### src/rtl/video_mono_colorizer_pkg.sv
// Shared mode numbering and tint table for the mono video paths.
// The RGB-to-mono path imports the same constants so both directions agree
// on which monitor colour a given gfx_mode stands for.
package video_mono_pkg;

    localparam logic [2:0] MODE_COLOR   = 3'd0;
    localparam logic [2:0] MODE_GREEN   = 3'd1;
    localparam logic [2:0] MODE_AMBER   = 3'd2;
    localparam logic [2:0] MODE_BW      = 3'd3;
    localparam logic [2:0] MODE_RED     = 3'd4;
    localparam logic [2:0] MODE_BLUE    = 3'd5;
    localparam logic [2:0] MODE_FUCHSIA = 3'd6;
    localparam logic [2:0] MODE_PURPLE  = 3'd7;

    // Per-channel gains applied to the luma value (FF means full scale).
    typedef struct packed {
        logic [7:0] r;
        logic [7:0] g;
        logic [7:0] b;
    } tint_t;

    // Crossfade controller state, also exported for debug observation.
    typedef enum logic {
        FADE_IDLE   = 1'b0,
        FADE_ACTIVE = 1'b1
    } fade_state_e;

    // Map a gfx_mode value to its tint gains.
    function automatic tint_t tint_lookup(input logic [2:0] mode);
        tint_t t;
        case (mode)
            MODE_COLOR:   t = '{r: 8'hFF, g: 8'hFF, b: 8'hFF};
            MODE_GREEN:   t = '{r: 8'h00, g: 8'hFF, b: 8'h04};
            MODE_AMBER:   t = '{r: 8'hFF, g: 8'h80, b: 8'h04};
            MODE_BW:      t = '{r: 8'hFF, g: 8'hFF, b: 8'hFF};
            MODE_RED:     t = '{r: 8'hFF, g: 8'h00, b: 8'h04};
            MODE_BLUE:    t = '{r: 8'h00, g: 8'h80, b: 8'hFF};
            MODE_FUCHSIA: t = '{r: 8'hFF, g: 8'h00, b: 8'h80};
            MODE_PURPLE:  t = '{r: 8'h80, g: 8'h00, b: 8'hFF};
            default:      t = '{r: 8'hFF, g: 8'hFF, b: 8'hFF};
        endcase
        return t;
    endfunction

endpackage

### src/rtl/video_gain_stepper.sv
// One channel's gain register and its fade target.
// The gain walks toward the target by at most STEP per enabled step and
// lands exactly on it; it can also be snapped to a new value in one clock.
module video_gain_stepper #(
    parameter int STEP = 16
) (
    input  logic       i_clk,
    input  logic       i_reset,          // loads gain and target from i_target
    input  logic       i_load,           // snap gain and target to i_target
    input  logic       i_retarget,       // replace the target, keep the gain
    input  logic [7:0] i_target,
    input  logic       i_step_en,        // move one step toward the target
    output logic [7:0] o_gain,
    output logic       o_at_target_next  // gain after this clock equals the target
);

    localparam logic [7:0] STEP8 = STEP[7:0];

    logic [7:0] r_gain;
    logic [7:0] r_target;

    logic       w_up;
    logic [7:0] w_diff;
    logic [7:0] w_delta;
    logic [7:0] w_stepped;
    logic [7:0] w_gain_next;

    // Distance to the target, clipped to STEP; the clip never exceeds the
    // distance so the add/subtract below cannot wrap or overshoot.
    always_comb begin
        w_up        = (r_target > r_gain);
        w_diff      = w_up ? (r_target - r_gain) : (r_gain - r_target);
        w_delta     = (w_diff < STEP8) ? w_diff : STEP8;
        w_stepped   = w_up ? (r_gain + w_delta) : (r_gain - w_delta);
        w_gain_next = i_step_en ? w_stepped : r_gain;
    end

    // Gain and target registers; a retarget and a step may share a clock,
    // in which case the step still heads toward the old target.
    always_ff @(posedge i_clk) begin
        if (i_reset) begin
            r_gain   <= i_target;
            r_target <= i_target;
        end else if (i_load) begin
            r_gain   <= i_target;
            r_target <= i_target;
        end else begin
            r_gain <= w_gain_next;
            if (i_retarget) begin
                r_target <= i_target;
            end
        end
    end

    assign o_gain           = r_gain;
    assign o_at_target_next = (w_gain_next == r_target);

endmodule

### src/rtl/video_mono_colorizer.sv
// Tints an 8-bit mono luma stream into RGB using the gfx_mode tint table.
// Tint changes either snap (FADE_EN=0) or crossfade one step per vsync rise.
// Handshake: there is no valid/ready; a pixel is accepted on each rising
// edge of ce_pix and its result appears after the following rising edge.
module video_mono_colorizer
    import video_mono_pkg::*;
#(
    parameter bit         FADE_EN = 1'b1,
    parameter int         STEP    = 16,
    parameter logic [7:0] GLOW    = 8'h08
) (
    input  logic        clk_vid,
    input  logic        reset,
    input  logic        ce_pix,
    input  logic        vsync,
    input  logic [2:0]  gfx_mode,
    input  logic [7:0]  luma,
    output logic [7:0]  R_OUT,
    output logic [7:0]  G_OUT,
    output logic [7:0]  B_OUT,
    output logic        busy,
    output fade_state_e o_dbg_state
);

    // Scale luma by (gain+1)/256; channels with a strong gain never drop
    // below the phosphor glow level.
    function automatic logic [7:0] scale_ch(input logic [7:0] l, input logic [7:0] g);
        logic [7:0] ch;
        ch = 8'((16'(l) * (16'(g) + 16'd1)) >> 8);
        if (g[7] && (ch < GLOW)) begin
            ch = GLOW;
        end
        return ch;
    endfunction

    logic        r_ce_d;
    logic        r_vs_d;
    logic [2:0]  r_mode_q;
    fade_state_e r_state;
    logic        r_busy;
    logic [7:0]  r_s1_luma;
    tint_t       r_s1_gain;
    logic [7:0]  r_out_r;
    logic [7:0]  r_out_g;
    logic [7:0]  r_out_b;

    logic        w_ce_rise;
    logic        w_vs_rise;
    logic        w_mode_chg;
    logic        w_load;
    logic        w_retarget;
    logic        w_step_en;
    tint_t       w_tint_new;
    tint_t       w_gain;
    logic [7:0]  w_gain_r;
    logic [7:0]  w_gain_g;
    logic [7:0]  w_gain_b;
    logic [2:0]  w_at_next;

    assign w_ce_rise  = ce_pix & ~r_ce_d;
    assign w_vs_rise  = vsync & ~r_vs_d;
    assign w_mode_chg = (gfx_mode != r_mode_q);
    assign w_tint_new = tint_lookup(gfx_mode);
    assign w_load     = (FADE_EN == 1'b0) && w_mode_chg;
    assign w_retarget = (FADE_EN == 1'b1) && w_mode_chg;
    assign w_step_en  = (r_state == FADE_ACTIVE) && w_vs_rise;
    assign w_gain     = '{r: w_gain_r, g: w_gain_g, b: w_gain_b};

    // Edge-detect history and mode tracking, sampled every clock.
    always_ff @(posedge clk_vid) begin
        if (reset) begin
            r_ce_d   <= 1'b0;
            r_vs_d   <= 1'b0;
            r_mode_q <= gfx_mode;
        end else begin
            r_ce_d   <= ce_pix;
            r_vs_d   <= vsync;
            r_mode_q <= gfx_mode;
        end
    end

    video_gain_stepper #(.STEP(STEP)) u_step_r (
        .i_clk            (clk_vid),
        .i_reset          (reset),
        .i_load           (w_load),
        .i_retarget       (w_retarget),
        .i_target         (w_tint_new.r),
        .i_step_en        (w_step_en),
        .o_gain           (w_gain_r),
        .o_at_target_next (w_at_next[0])
    );

    video_gain_stepper #(.STEP(STEP)) u_step_g (
        .i_clk            (clk_vid),
        .i_reset          (reset),
        .i_load           (w_load),
        .i_retarget       (w_retarget),
        .i_target         (w_tint_new.g),
        .i_step_en        (w_step_en),
        .o_gain           (w_gain_g),
        .o_at_target_next (w_at_next[1])
    );

    video_gain_stepper #(.STEP(STEP)) u_step_b (
        .i_clk            (clk_vid),
        .i_reset          (reset),
        .i_load           (w_load),
        .i_retarget       (w_retarget),
        .i_target         (w_tint_new.b),
        .i_step_en        (w_step_en),
        .o_gain           (w_gain_b),
        .o_at_target_next (w_at_next[2])
    );

    // Fade controller: a mode change starts or retargets a fade; the fade
    // ends on the clock its last step lands unless a new mode arrives then.
    always_ff @(posedge clk_vid) begin
        if (reset) begin
            r_state <= FADE_IDLE;
            r_busy  <= 1'b0;
        end else begin
            case (r_state)
                FADE_IDLE: begin
                    if (w_retarget) begin
                        r_state <= FADE_ACTIVE;
                        r_busy  <= 1'b1;
                    end
                end
                FADE_ACTIVE: begin
                    if (!w_mode_chg && (&w_at_next)) begin
                        r_state <= FADE_IDLE;
                        r_busy  <= 1'b0;
                    end
                end
                default: begin
                    r_state <= FADE_IDLE;
                    r_busy  <= 1'b0;
                end
            endcase
        end
    end

    // Two-stage pixel pipeline: S1 captures luma with the gains in force
    // before any same-clock fade step, S2 scales into the output registers.
    always_ff @(posedge clk_vid) begin
        if (reset) begin
            r_s1_luma <= 8'h00;
            r_s1_gain <= '0;
            r_out_r   <= 8'h00;
            r_out_g   <= 8'h00;
            r_out_b   <= 8'h00;
        end else if (w_ce_rise) begin
            r_s1_luma <= luma;
            r_s1_gain <= w_gain;
            r_out_r   <= scale_ch(r_s1_luma, r_s1_gain.r);
            r_out_g   <= scale_ch(r_s1_luma, r_s1_gain.g);
            r_out_b   <= scale_ch(r_s1_luma, r_s1_gain.b);
        end
    end

    assign R_OUT       = r_out_r;
    assign G_OUT       = r_out_g;
    assign B_OUT       = r_out_b;
    assign busy        = r_busy;
    assign o_dbg_state = r_state;

endmodule
### config.mk
export PLATFORM = sky130hd
export DESIGN_NAME = video_mono_colorizer
export DESIGN_NICKNAME = d
export VERILOG_FILES = /design/src/rtl/video_mono_colorizer_pkg.sv /design/src/rtl/video_gain_stepper.sv /design/src/rtl/video_mono_colorizer.sv
export SDC_FILE = /design/constraint.sdc
export NUM_CORES = 1
export LEC_CHECK = 0
export BUFFER_PORTS_ARGS = -buffer_cell sky130_fd_sc_hd__buf_2
export CAP_MARGIN = 20
export CORE_ASPECT_RATIO = 1.4
export CORE_MARGIN = 4
export CORE_UTILIZATION = 55
export CTS_BUF_LIST = sky130_fd_sc_hd__clkbuf_16
export CTS_CLUSTER_SIZE = 16
export DETAILED_ROUTE_END_ITERATION = 7
export PLACE_DENSITY = 0.72
export SYNTH_ARGS = -nofsm -noshare
export SYNTH_HDL_FRONTEND = slang
export SYNTH_HIERARCHICAL = 1
export SYNTH_SLANG_ARGS = --single-unit
### constraint.sdc
create_clock -name clk_vid -period 7 [get_ports clk_vid]
set_input_delay 0 -clock clk_vid [delete_from_list [all_inputs] [get_ports clk_vid]]
set_output_delay 0 -clock clk_vid [all_outputs]
set_load 0.01 [all_outputs]
[Word level (Yosys, flattened, before mapping)]
Memories as Yosys holds them, arrays and structs flattened.
Cells that the tools add are included.
Storage, ports and cells
  register bits: 111
  bits in read-only memories: 192
  bits of input ports: 15
  output and inout port bits: 26
  word-level logic and storage cells: 96
  memories: 1
Cells by class
  add/sub/neg operators: 15
  multiply operators: 3
  magnitude comparators: 9
  equality and inequality tests: 6
  muxes and demuxes: 30
  bitwise gates (word level): 5
  reductions and logical operators: 9
Memory list
  (name not given): depth 8, width 24, rd ports 1, clocked after Yosys merged registers in 0, wr ports 0, RTL line video_mono_colorizer_pkg.sv:31  | case (mode)
Operators with widths (number)
  $mux 8: 24
  $sub 8x8->8: 9
  $mul 8x9->16: 3
  $add 8x1->9 const B: 3
  $add 8x8->8: 3
  $eq 8x8->1: 3
  $gt 8x8->1: 3
  $lt 8x4->1 const B: 3
  $lt 8x5->1 const B: 3
  $logic_and 1x1->1: 5
  $mux 1: 4
  $pmux 1 s2: 2
  $ne 3x3->1: 1
  $not 1->1: 3
  $reduce_and 3->1: 1
  $and 1x1->1: 2
  $ne 2x1->1 const B: 1
  $ne 2x2->1 const B: 1
  $reduce_and 2->1: 1
  $reduce_bool 2->1: 1
  $logic_not 1->1: 1

[Depth between registers and ports, before layout]
  depth after elaboration: 12
  gate-level depth with buffers: 31
  gate-level depth less buffers: 29

[Cells and area by module]
Netlist, hierarchy kept.
Modules (own cells, without submodules)
  video_mono_colorizer: times used 1, cells each 1060, area an instance 9167.5 um2, sequential area each 1261.2 um2
  video_gain_stepper at u_step_b ...: times used 2, cells each 237, area an instance 1943.1 um2, sequential area each 400.4 um2
  video_gain_stepper at u_step_g: times used 1, cells each 236, area an instance 1930.6 um2, sequential area each 400.4 um2

[Least setup slack after synthesis]
Ideal clock, no wire load.
  kind: register to register
  start: register u_step_g.r_target[0]
  end: register r_state (netlist: o_dbg_state)
  setup time: 0.132 ns
  arrival: 5.627 ns
  data required time: 6.868 ns
  setup slack: 1.241 ns
  cell stages (with the launch flop): 29
  buffers on the path: 1
  clock period less this slack: 5.759 ns
  cells stage by stage: edfxtp_1 -> inv_1 -> ha_1 -> inv_1 -> fa_1 -> a211oi_1 -> or3_1 -> a31oi_2 -> or4_4 -> and2_2 -> clkbuf_1 -> or2_2 -> ha_1 -> nand2_1 -> o21ai_0 -> inv_1 -> ha_1 -> nor2b_1 -> o21ai_0 -> a21boi_0 -> o21a_1 -> o211a_1 -> o2111ai_1 -> mux2i_1 -> or4_1 -> a21oi_1 -> and3_1 -> nand2b_1 -> a21oi_1
On the way
  longest elaborated chain between the ends: 12
  elaborated cells on any way between the ends: 15
  those cells by class: 4 x add/sub; 2 x order compare; 1 x eq/ne; 6 x mux; 2 x reduce/logical
RTL lines
  from (decl): RTL line video_gain_stepper.sv:20  | logic [7:0] r_target;
  from (signal assigned): RTL line video_gain_stepper.sv:43  | r_target <= i_target;
  from (signal assigned): RTL line video_gain_stepper.sv:46  | r_target <= i_target;
  from (signal assigned): RTL line video_gain_stepper.sv:50  | r_target <= i_target;
  $sub 8x8->8 / $gt 8x8->1 (equally long branches): RTL line video_gain_stepper.sv:32, video_gain_stepper.sv:31
  $mux 8: RTL line video_gain_stepper.sv:32  | w_diff = w_up ? (r_target - r_gain) : (r_gain - r_target);
  $lt 8x5->1: RTL line video_gain_stepper.sv:33  | w_delta = (w_diff < STEP8) ? w_diff : STEP8;
  $mux 8: RTL line video_gain_stepper.sv:33
  $sub 8x8->8 / $add 8x8->8 (equally long branches): RTL line video_gain_stepper.sv:34  | w_stepped = w_up ? (r_gain + w_delta) : (r_gain - w_delta);
  $mux 8: RTL line video_gain_stepper.sv:34
  $mux 8: RTL line video_gain_stepper.sv:35  | w_gain_next = i_step_en ? w_stepped : r_gain;
  $eq 8x8->1 *: RTL line video_gain_stepper.sv:56  | assign o_at_target_next = (w_gain_next == r_target);
  via w_at_next[1]: RTL line video_mono_colorizer.sv:58  | logic [2:0] w_at_next;
  $reduce_and 3->1 *: RTL line video_mono_colorizer.sv:130  | if (!w_mode_chg && (&w_at_next)) begin
  $logic_and 1x1->1 *: RTL line video_mono_colorizer.sv:130
  $mux 1 *: RTL line video_mono_colorizer.sv:130
  $pmux 1 s2 *: RTL line video_mono_colorizer.sv:122  | case (r_state)
  to (signal assigned): RTL line video_mono_colorizer.sv:125  | r_state <= FADE_ACTIVE;
  to (signal assigned): RTL line video_mono_colorizer.sv:131  | r_state <= FADE_IDLE;
  to (signal assigned): RTL line video_mono_colorizer.sv:136  | r_state <= FADE_IDLE;
  to (decl): RTL line video_mono_colorizer.sv:39  | fade_state_e r_state;
The timed path passes the listed nets; every way through them passes the cells marked *.
A chain may end at the register's enable or synchronous reset.

[Worst setup path in the final report]
  start: register u_step_r.r_gain[5] (netlist: u_step_r/o_gain[5])
  end: register r_state (netlist: o_dbg_state)
On the way
  longest elaborated chain between the ends: 12
  elaborated cells on any way between the ends: 15
  those cells by class: 4 x add/sub; 2 x order compare; 1 x eq/ne; 6 x mux; 2 x reduce/logical
RTL lines
  from (decl): RTL line video_gain_stepper.sv:19  | logic [7:0] r_gain;
  from (signal assigned): RTL line video_gain_stepper.sv:42  | r_gain <= i_target;
  from (signal assigned): RTL line video_gain_stepper.sv:45  | r_gain <= i_target;
  from (signal assigned): RTL line video_gain_stepper.sv:48  | r_gain <= w_gain_next;
  $sub 8x8->8 / $gt 8x8->1 (equally long branches): RTL line video_gain_stepper.sv:32, video_gain_stepper.sv:31
  $mux 8: RTL line video_gain_stepper.sv:32
  $lt 8x5->1: RTL line video_gain_stepper.sv:33
  $mux 8: RTL line video_gain_stepper.sv:33
  $sub 8x8->8 / $add 8x8->8 (equally long branches): RTL line video_gain_stepper.sv:34
  $mux 8: RTL line video_gain_stepper.sv:34
  $mux 8 *: RTL line video_gain_stepper.sv:35
  $eq 8x8->1 *: RTL line video_gain_stepper.sv:56
  via w_at_next[0]: RTL line video_mono_colorizer.sv:58
  $reduce_and 3->1 *: RTL line video_mono_colorizer.sv:130
  $logic_and 1x1->1 *: RTL line video_mono_colorizer.sv:130
  $mux 1 *: RTL line video_mono_colorizer.sv:130
  $pmux 1 s2 *: RTL line video_mono_colorizer.sv:122
Marked as above.

==> out/results.txt <==
Status -> finished, final reports clean
Nets@finish -> 2104
FF+latch count, synth -> 111
Mapped Cells -> 1770
Vias in the first global route -> 12.3k
TritonCTS clock tree -> built
Ranking of synthesized cells by area -> fa_1 (17%), ha_1 (14%), dfxtp_1 (12%)
Ys async rst share -> 0%
Tcrit/Tclk final -> 90.9%
Starting DRT DRC Count -> 640
Clock Tree Root -> clkbuf_16
Die W -> 148 um
Uppermost layer routed -> met4
Worst reg2reg endpoint -> o_dbg_state
Inserted Clock Buffers -> 9
Die Ht -> 203 um
Fin util -> 59.3%
Layout Skew -> 0.0136 ns
Port Buffers -> 40
Met2 WL -> 17300 um
Worst path required time -> 7.22 ns
R2R setup slack -> 0.64 ns
Min-Delay Path Depth -> 3
Synth Cell Area -> 15000 sq um
Post-CTS Setup Repair Bufs -> 0
Die footprint -> 30000 sq um
Data arrival, critical path -> 6.58 ns
Layout Area Growth over Synthesis -> 6.20%
Cell row count -> 71
R2r startpoint -> u_step_r/o_gain[5]
Final wirelength -> 33600 um
Setup TNS -> 0 ns
# DRC -> 0
Post-synth top area share -> 17.2%
Most frequent cells in the layout -> inv_1 (219), nand2_1 (175), ha_1 (171)
WL met3 -> 783 um
Largest net degree at the start of global routing -> 67
Worst slew margin -> 31.5%
Endpoints failing setup -> 0
Post_cts resized -> 0
Yosys cell types -> 91
DP Wirelength -> 26300 um
Vias post-DR -> 12.1k
Worst-path fanout max -> 16
Core box area -> 26800 sq um
Initial core utilization -> 55.9%
P per Cell Area -> 160 nW/um^2
Critical Path Sink Type -> flop
Register area share after synthesis -> 16.4%
CP startpoint kind -> flop
Vias per cell -> 5.60
Overflow after GRT -> 0
Overall Global Routing Usage -> 22.8%
Critical setup path kind -> flop to flop
Min-delay worst type -> input pin to flop
Placer Congestion -> 0.902
Worst setup path endpoint -> o_dbg_state
Tot Pwr -> 2.55 mW
Worst hold slack -> 0.292 ns
Slew @ Worst Pin -> 1.03 ns
Ys Warns -> 6
Final Hold Viols -> 0
Fmax -> 157 MHz
IR Drop Worst-Case VDD -> 131 uV
RSZ-0062 raised after global routing -> no
Top FF cell, synth -> dfxtp_1
Clock latency on the worst-skew pair -> 0.37 ns
ANT nets after route -> 0
Share of cells above drive strength 1 -> 6.69%
H-Tree Depth -> 3
Drt first pass iters -> 5
Max Root-Sink Buffers -> 2
Cts hold-fix bufs -> 13
Post-synth EDFFs -> 24
I/O Pins -> 41
Worst-path clk slew -> 0.08 ns
MaxCap Viol Count -> 0
Global-route wire length before repair -> 57200 um
Clock sinks -> 111
R2R depth -> 26
Commonest non-fill, non-tap cell in the layout -> inv_1
Syn_area_per_cell -> 8.47 sq um
Final Max Tran Viols -> 0
Post-Route M1 WL -> 14600 um
Synth area leader -> fa_1
Setup crit start -> u_step_r/o_gain[5]
Minimum clock period -> 6.36 ns
Routed len/inst -> 15.6 um
Inserted Diodes -> 0
Initial antenna violation count -> 0
Leak Pwr -> 7.62 nW
worst min path at each step:
| stage | start | to | slack [ns] |
|---|---|---|---|
| final | reset | r_ce_d | 0.29 |
| after global routing | reset | r_ce_d | 0.33 |
| after CTS | reset | r_ce_d | 0.29 |
| after detailed placement | gfx_mode[1] | r_mode_q[1] | 0.17 |
| after global placement | gfx_mode[1] | r_mode_q[1] | 0.16 |
| after floorplan | gfx_mode[0] | r_mode_q[0] | 0.03 |
sequential cells by signal, summed over array words and instances (netlist names), 3 cells and up:
register	flops
u_step_r/r_target	8
B_OUT	8
u_step_g/r_target	8
G_OUT	8
r_s1_luma	8
u_step_b/r_target	8
u_step_g/o_gain	8
r_mode_q	3
u_step_r/o_gain	8
r_s1_gain	24
R_OUT	8
u_step_b/o_gain	8
cells in the mapped netlist (all sizes together) (27+ instances only):
master  instances
clkbuf         54
fa            129
ha            171
nor2           64
and2           60
inv           218
nand3          27
nand2         175
nor2b         126
xnor2          71
nand2b         45
a21oi         107
xor2           38
o21ai          79
dfxtp          87
where the power goes:
part           switching (mW)  total (mW)  internal, mW
registers              0.0675       0.774         0.706
clock network           0.273       0.524         0.251
logic                   0.726        1.25         0.524
total                    1.07        2.55          1.48
worst max-delay path, stage by stage, from the launching register on:
cell and delay, ns:
dfxtp_1 0.42, inv_1 0.08, ha_1 0.48, nand4_1 0.21, or2_4 0.31, o21a_1 0.32, nor4b_2 0.35, a41o_1 0.15
nand4_2 0.27, or2_2 0.39, ha_1 0.28, nand2_1 0.04, o21ai_0 0.16, inv_1 0.09, ha_1 0.27, nor2b_1 0.12
o21ai_0 0.21, a21boi_0 0.16, o21ai_0 0.25, a21oi_1 0.17, or3_1 0.34, o311ai_2 0.32, xnor3_1 0.29, nor4_2 0.15
and3_1 0.21, nand2b_1 0.10, a21oi_1 0.06
cell families after synthesis:
family                   Yosys count  synth area share, %
AO/OA/AOI/OAI                    329                 14.2
XOR/XNOR                         111                 6.72
adder cells (fa/ha/maj)          300                 31.5
buffers and inverters            291                 7.78
flip-flops                       111                 16.4
multiplexers                      25                 1.71
other                              1               0.0250
AND/OR/NAND/NOR                  602                 21.6
per-stage QoR:
step / area [sq um] / cells / worst slack, ns
detailed placement: 15500 / 2129 / 0.665
global route: 15900 / 2159 / 0.00723
finish: 15900 / 2159 / 0.640
CTS: 15900 / 2158 / 0.638
floorplan: 15000 / 1776 / 1.24
global placement: 15500 / 2128 / 0.883
routing by layer:
metal	vias to the layer above	GRT usage [%]
li1	5909	-
met1	5922	28.8
met2	193	40.9
met3	56	2.00
met4	0	7.59
met5	-	0
cell type report:
type,instances,area [sq um]
fillers,2437,10900
clock inverters,7,66.3
inverters,218,818
flip-flops and latches,111,2460
well taps,365,457
clock buffers,9,225
repair buffers,75,495
multi-input cells,1374,11400
(Power assumes the default switching activity.)
